==> src/rtl/fib_doubling.sv <==
// -----------------------------------------------------------------------------
// fib_doubling
//   Computes F(n) and F(n+1) modulo 2^W with the fast-doubling recurrence.
//   One index bit is consumed per clock, MSB first, so every request takes
//   exactly NW step cycles regardless of n. out_ovf flags when the true F(n)
//   does not fit in W bits.
//
// Ports
//   clk        in   1   clock, rising edge
//   rst_n      in   1   asynchronous active-low reset
//   in_valid   in   1   request present on in_n
//   in_ready   out  1   block is IDLE and will accept a request
//   in_n       in   NW  Fibonacci index n
//   out_valid  out  1   result valid (DONE state)
//   out_ready  in   1   consumer accepts the result
//   out_fib    out  W   F(n)   mod 2^W
//   out_fib1   out  W   F(n+1) mod 2^W
//   out_ovf    out  1   1 iff the true F(n) >= 2^W
//   busy       out  1   stepping through the index bits
// -----------------------------------------------------------------------------
module fib_doubling #(
  parameter int W  = 32,
  parameter int NW = 32
) (
  input  logic          clk,
  input  logic          rst_n,
  input  logic          in_valid,
  output logic          in_ready,
  input  logic [NW-1:0] in_n,
  output logic          out_valid,
  input  logic          out_ready,
  output logic [W-1:0]  out_fib,
  output logic [W-1:0]  out_fib1,
  output logic          out_ovf,
  output logic          busy
);

  // Smallest index whose Fibonacci number needs more than W bits.
  // W+1 bits of headroom are enough to see the first value crossing 2^W.
  function automatic int calc_nmax();
    logic [W:0] f0;
    logic [W:0] f1;
    logic [W:0] t;
    int         k;
    bit         found;
    f0    = '0;
    f1    = {{W{1'b0}}, 1'b1};
    k     = 0;
    found = 1'b0;
    for (int i = 0; i < 2 * W + 8; i++) begin
      if (!found && f0[W]) begin
        found = 1'b1;
        k     = i;
      end
      t  = f0 + f1;
      f0 = f1;
      f1 = t;
    end
    return k;
  endfunction

  localparam int NMAX = calc_nmax();
  localparam int CW   = (NW > 1) ? $clog2(NW) : 1;
  // Compare in a width that holds both in_n and NMAX; when NMAX exceeds the
  // largest representable index the comparison is simply never true.
  localparam int NE   = (NW > 32) ? NW : 32;
  localparam logic [NE:0] NMAX_EXT = (NE + 1)'(NMAX);

  typedef enum logic [1:0] {
    IDLE = 2'b00,
    RUN  = 2'b01,
    DONE = 2'b10
  } state_t;

  state_t          r_state;
  state_t          w_state_nxt;
  logic [NW-1:0]   r_n;
  logic [CW-1:0]   r_cnt;
  logic [W-1:0]    r_a;
  logic [W-1:0]    r_b;
  logic            r_ovf;
  logic [W-1:0]    r_fib;
  logic [W-1:0]    r_fib1;
  logic            r_ovf_out;
  logic            r_out_valid;

  logic            w_accept;
  logic            w_last;
  logic            w_bit;
  logic            w_ovf_req;
  logic [W-1:0]    w_tbma;
  logic [W-1:0]    w_c;
  logic [W-1:0]    w_d;
  logic [W-1:0]    w_cd;
  logic [W-1:0]    w_a_nxt;
  logic [W-1:0]    w_b_nxt;

  assign w_accept  = (r_state == IDLE) && in_valid;
  assign w_last    = (r_cnt == '0);
  assign w_bit     = r_n[r_cnt];
  assign w_ovf_req = ((NE + 1)'(in_n) >= NMAX_EXT);

  // Fast doubling with a=F(k), b=F(k+1):
  //   F(2k) = a*(2b-a), F(2k+1) = a^2 + b^2.
  // Ring arithmetic mod 2^W keeps the wrapped subtraction exact.
  assign w_tbma  = (r_b << 1) - r_a;
  assign w_c     = r_a * w_tbma;
  assign w_d     = r_a * r_a + r_b * r_b;
  assign w_cd    = w_c + w_d;
  assign w_a_nxt = w_bit ? w_d  : w_c;
  assign w_b_nxt = w_bit ? w_cd : w_d;

  always_ff @(posedge clk or negedge rst_n) begin
    if (!rst_n) r_state <= IDLE;
    else        r_state <= w_state_nxt;
  end

  always_comb begin
    w_state_nxt = IDLE;
    case (r_state)
      IDLE:    w_state_nxt = in_valid ? RUN : IDLE;
      RUN:     w_state_nxt = w_last ? DONE : RUN;
      DONE:    w_state_nxt = out_ready ? IDLE : DONE;
      default: w_state_nxt = IDLE;
    endcase
  end

  always_ff @(posedge clk or negedge rst_n) begin
    if (!rst_n) begin
      r_n         <= '0;
      r_cnt       <= '0;
      r_a         <= '0;
      r_b         <= '0;
      r_ovf       <= 1'b0;
      r_fib       <= '0;
      r_fib1      <= '0;
      r_ovf_out   <= 1'b0;
      r_out_valid <= 1'b0;
    end else begin
      r_out_valid <= (w_state_nxt == DONE);
      if (w_accept) begin
        r_n   <= in_n;
        r_cnt <= CW'(NW - 1);
        r_a   <= '0;
        r_b   <= {{(W-1){1'b0}}, 1'b1};
        r_ovf <= w_ovf_req;
      end else if (r_state == RUN) begin
        r_a   <= w_a_nxt;
        r_b   <= w_b_nxt;
        r_cnt <= r_cnt - CW'(1);
        if (w_last) begin
          r_fib     <= w_a_nxt;
          r_fib1    <= w_b_nxt;
          r_ovf_out <= r_ovf;
        end
      end
    end
  end

  assign in_ready  = (r_state == IDLE);
  assign busy      = (r_state == RUN);
  assign out_valid = r_out_valid;
  assign out_fib   = r_fib;
  assign out_fib1  = r_fib1;
  assign out_ovf   = r_ovf_out;

endmodule

==> config.mk <==
export PLATFORM = sky130hd
export DESIGN_NAME = fib_doubling
export DESIGN_NICKNAME = d
export VERILOG_FILES = /design/src/rtl/fib_doubling.sv
export SDC_FILE = /design/constraint.sdc
export NUM_CORES = 2
export LEC_CHECK = 0
export CAP_MARGIN = 20
export CORE_MARGIN = 5
export CORE_UTILIZATION = 60
export CTS_BUF_LIST = sky130_fd_sc_hd__clkbuf_4 sky130_fd_sc_hd__clkbuf_8
export DETAILED_ROUTE_END_ITERATION = 8
export PLACE_DENSITY_LB_ADDON = 0.08
export SYNTH_ARGS = -nofsm -noshare
export SYNTH_HDL_FRONTEND = slang
export SYNTH_SLANG_ARGS = --single-unit
export TNS_END_PERCENT = 50
==> constraint.sdc <==
create_clock -name clk -period 30.7 [get_ports clk]
set_input_delay 3.07 -clock clk [delete_from_list [all_inputs] [get_ports clk]]
set_output_delay 3.07 -clock clk [all_outputs]
set_load 0.1 [all_outputs]
# After elaboration in Yosys (flattened, before gate mapping)
# Cells that the tools add are included.
[word_totals] out_inout_bits=68 input_bits=36 ff_bits=170
[classes] addsub=4 mul=3 reduce_logical=5 bitwise_logic=1 eq_ne=3 muxes=14 order_cmp=2
[op_table] cell="32-bit 2-to-1 mux" n=6
[op_table] cell="32-bit by 32-bit multiplier with 32-bit output" n=3
[op_table] cell="32-bit adder" n=2
[op_table] cell="32-bit by 6-bit >= comparator with 1-bit output, second input constant" n=1
[op_table] cell="32-bit subtractor" n=1
[op_table] cell="5-bit 2-to-1 mux" n=2
[op_table] cell="5-bit by 6-bit less-than comparator with 1-bit output, second input constant" n=1
[op_table] cell="2-bit one-hot mux with 3 select lines" n=1
[op_table] cell="1-bit binary-select mux with 5-bit select" n=1
[op_table] cell="5-bit logical NOT" n=1
[op_table] cell="5-bit by 1-bit subtractor with 5-bit output, second input constant" n=1
[op_table] cell="2-bit equality test, second input constant" n=2
[op_table] cell="2-bit 2-to-1 mux" n=2
[op_table] cell="3-bit AND reduction" n=1
[op_table] cell="2-bit by 1-bit equality test with 1-bit output, second input constant" n=1
[op_table] cell="2-bit logical NOT" n=1
[op_table] cell="1-bit 2-to-1 mux" n=2
[op_table] cell="2-bit nonzero test" n=1
[op_table] cell="1-bit logical AND" n=1
[op_table] cell="1-bit inverter" n=1

# Logic depth before layout (Yosys ltp)
[depth] word_depth=6 ltp_mapped=49 ltp_nobuf=47

# Worst setup path after synthesis
# Ideal clock, no wire load.
[synth_path] kind="register to register" startpoint="register r_a[3]" endpoint="register r_fib1[31], in the netlist out_fib1[31]" synth_period_minus_slack_ps=12071 path_stages_with_launch=46 path_buffers=1 arrival_ps=11942 required_ps=30571 setup_slack_ps=18629 path_cell_list="dfrtp_1 > clkinv_1 > buf_1 > ha_1 > o21a_1 > o31a_1 > o21a_1 > o211ai_1 > nand3_1 > a211oi_1 > o31ai_1 > a21o_1 > a41o_1 > a2111oi_0 > nor3_1 > xor2_1 > nand2_1 > fa_1 > [... 10 more ...] > xnor2_1 > xnor2_1 > xnor3_1 > xnor3_1 > xnor3_1 > xor2_1 > xnor3_1 > xor3_1 > xnor3_1 > xnor3_1 > xnor3_1 > xor3_1 > xnor3_1 > xnor2_2 > xnor2_1 > nor2_1 > xor2_1 > o21ai_1"
[synth_via] elab_chain_len=4
[synth_rtl] element="from (decl)" line_no="79" rtl="logic [W-1:0] r_a;"
[synth_rtl] element="from (signal assigned)" line_no="148" rtl="r_a <= w_a_nxt;"
[synth_rtl] element="32-bit subtractor or 32-bit by 32-bit multiplier with 32-bit output (tied branches)" line_no="106, 108"
[synth_rtl] element="32-bit by 32-bit multiplier with 32-bit output or 32-bit adder (tied branches)" line_no="107, 108"
[synth_rtl] element="32-bit adder" line_no="109" rtl="assign w_cd = w_c + w_d;"
[synth_rtl] element="32-bit 2-to-1 mux (*)" line_no="111" rtl="assign w_b_nxt = w_bit ? w_cd : w_d;"
[synth_rtl] element="to (signal assigned)" line_no="153" rtl="r_fib1 <= w_b_nxt;"
[synth_rtl] element="to (decl)" line_no="83" rtl="logic [W-1:0] r_fib1;"
# Mark *: on every way between the ends. The rest lies on a longest branch, timed or not.
# A chain may end at the register's enable or synchronous reset.

# Worst setup path after layout
[layout_path] startpoint="register r_b[0]" endpoint="register r_fib1[31], in the netlist out_fib1[31]"
[layout_via] elab_chain_len=4
[layout_rtl] element="from (decl)" line_no="80" rtl="logic [W-1:0] r_b;"
[layout_rtl] element="from (signal assigned)" line_no="145" rtl="r_b <= {{(W-1){1'b0}}, 1'b1};"
[layout_rtl] element="from (signal assigned)" line_no="149" rtl="r_b <= w_b_nxt;"
[layout_rtl] element="32-bit subtractor or 32-bit by 32-bit multiplier with 32-bit output (tied branches)" line_no="106, 108"
[layout_rtl] element="32-bit by 32-bit multiplier with 32-bit output or 32-bit adder (tied branches)" line_no="107, 108"
[layout_rtl] element="32-bit adder" line_no="109"
[layout_rtl] element="32-bit 2-to-1 mux (*)" line_no="111"
# Marks and branches as above.

==> flow_summary.ini <==
[worst_setup_path]
cp_common_cell = fa_1
reg2reg_from = r_b[0]
reg2reg_slack_ns = 17.42
worstReg2RegEnd = out_fib1[31]
crit_start = r_b[0]
path_class = reg2reg
endpoint = out_fib1[31]
crit_required_ns = 31.02
crit_slowest_cell = fa_1
cp_max_fo = 31
endpoint_kind = flip-flop
cp_slowest_stage_delay_ns = 0.51
critPathLaunchType = flip-flop
worstRegToRegCells = 46
cp.arrival_ns = 13.60

[timing]
rsz0062_at_grt = false
fin_tns_setup_ns = 0
fin_skew_ns = 0.0274
max_slew_margin_pct = 25.3
min_period_ns = 13.28
max_slew.worst_pin.slew_ns = 1.12
setup_viol = 0
fmax_mhz = 75.3
setup_ws_ns = 17.42
slew_violations = 0
finalHoldViolCount = 0
finalCritPeriodShare_pct = 43.3

[detailed_routing]
wl_um = 163000
wl_per_cell_um = 24.0
routed_via_density = 5.65
drt_pass1_iterations = 6
drt_iter0_markers = 3130
num_vias = 38300
drc_errors = 0
postRouteAntennaNets = 0

[finish]
stdcell_area_um2 = 54700
regArea_um2 = 4240
multi_input_area_um2 = 41600
fin_nets = 7297
drive_gt1_share_pct = 3.18
finalNonFillerCells = 6783
area_growth_pct = 5.49
fillers = 7364

[floorplan]
die_h_um = 304
core_um2 = 85500
boundaryPins = 104
rows = 107
initial_core_util_pct = 60.6
die-area_um2 = 92400
die_width_um = 304

[synthesis]
ys_ff_latch = 169
async_flop_share_pct = 100
synth_ff_type = dfrtp_1
synth_enable_flop_cells = 0
ys_types = 68
syn_nets = 7304
seq_area_frac_synth_pct = 8.15
avgSynthCellArea_um2 = 9.21
syn-instance-count = 5629
ys_warn_count = 0
mappedNetlistArea_um2 = 51900
synth_top_area_share_pct = 46.2
yosysTopAreaCell = fa_1
yosys-top-cells-area = fa_1 (46%), ha_1 (11%), inv_1 (10%)
synthTopCellsByCount = inv_1 (1,407), fa_1 (1,198), nand2_1 (777)
synth_most_common_cell = inv_1

[cts]
cts_hold_buf = 0
clk_path_buf_depth = 2
cts_tree = built
cts_buffers = 17
cts_root_buffer = clkbuf_8
clk_latency_ns = 0.49
postCtsSetupBuffers = 0
path_clk_slew_ns = 0.11
post_cts_resized = 0
cts_max_level = 4
clock_sinks = 169

[place]
portBuffers = 103
place_ws_ns = 17.59
globalplace.congestion = 1.01
place_area_um2 = 54300
placed_cells_incl_taps = 6747
dpl.hpwl_um = 132000

[global_route]
grt_pass1_vias = 41700
antenna_found_initial = 4
overflow = 0
grt_use_total_pct = 36.0
use_met2_pct = 58.1
grt_busiest_layer = met2
grt_util_met1_pct = 45.6
gr-usage-met3_pct = 7.34
grt_pass1_wl_um = 251000
grt_max_degree = 110

[hold_path]
hold_path.class = reg2reg

[run]
cap_violations = 0

[outcome]
outcome = complete, no violations
-- cell usage in the layout, fill, tap and decap left out, drive strengths merged, types with 13 or more instances in the layout --
| cell type | Yosys | routed |
|---|---|---|
| nor2 | 263 | 263 |
| nand2 | 777 | 777 |
| a21oi | 103 | 103 |
| clkinv | 8 | 15 |
| nor3 | 42 | 42 |
| clkbuf | 207 | 17 |
| clkdlybuf4s50 | 0 | 102 |
| ha | 441 | 441 |
| inv | 1408 | 1414 |
| a211oi | 16 | 16 |
| dfrtp | 169 | 169 |
| nor2b | 17 | 17 |
| mux2i | 28 | 28 |
| o21bai | 20 | 20 |
| a22o | 13 | 13 |
| nand2b | 16 | 16 |
| a31oi | 19 | 19 |
| xnor2 | 157 | 157 |
| fa | 1198 | 1198 |
| buf | 14 | 93 |
| o21ai | 145 | 145 |
| o21a | 15 | 15 |
| and2 | 256 | 256 |
| xor2 | 32 | 32 |
| nand3 | 56 | 56 |
| and3 | 23 | 23 |
| a21o | 53 | 53 |
-- routing by layer --
metal  vias to the layer above  wire length, um
met5                         -               16
met4                         2            12500
met3                       480            13900
met2                      1691            75600
met1                     19500            60900
li1                      16600                -
-- cells by family after synthesis --
| group | count (synthesis) | share of synthesized area, % |
|---|---|---|
| AO/OA/AOI/OAI | 438 | 5.31 |
| XOR/XNOR | 202 | 3.78 |
| adder cells (fa/ha/maj) | 1639 | 56.9 |
| buffers and inverters | 1637 | 11.9 |
| flip-flops | 169 | 8.15 |
| multiplexers | 46 | 1.15 |
| AND/OR/NAND/NOR | 1498 | 12.9 |
-- sequential cells by signal, indices dropped and copies added (netlist names) --
signal	count
r_b	31
r_n	32
r_cnt	5
out_valid	1
r_ovf	1
out_ovf	1
r_state	2
r_a	32
out_fib1	32
out_fib	32
-- layout make-up --
cell class	instances	area share, %
multi-input combinational	3823	76.0
clock buffer	17	0.428
tap	1144	2.62
inverter	1416	9.72
sequential	169	7.74
clock inverter	14	0.286
timing repair buffer	195	3.15
antenna	5	0.0229
-- worst min path at each step --
stage | to | startpoint | cells after the start
final | r_n[8] | r_n[8] | 2
after global routing | r_n[11] | r_n[11] | 2
after CTS | r_n[3] | r_n[3] | 2
after detailed placement | r_n[11] | r_n[11] | 2
after global placement | r_n[15] | r_n[15] | 2
after floorplan | out_ovf | r_ovf | 2
-- worst max-delay path: cells and delay by family, from the launching register on --
kind	cells	cell delay, ns
simple gates	5	0.66
fa+ha+maj	9	4.05
xor+xnor	18	4.77
flops	1	0.37
buf+inv	5	1.05
compound gates	9	2.18
-- through the flow --
stage	hold slack, ns	util [%]
floorplan	0.439	-
global placement	0.455	63.5
detailed placement	0.461	63.5
CTS	0.486	63.9
global route	0.508	63.9
finish	0.482	64.0
Power is left out: the tool's default activity adds up to more than one toggle a clock period on the data nets, which glitch-free logic cannot reach.
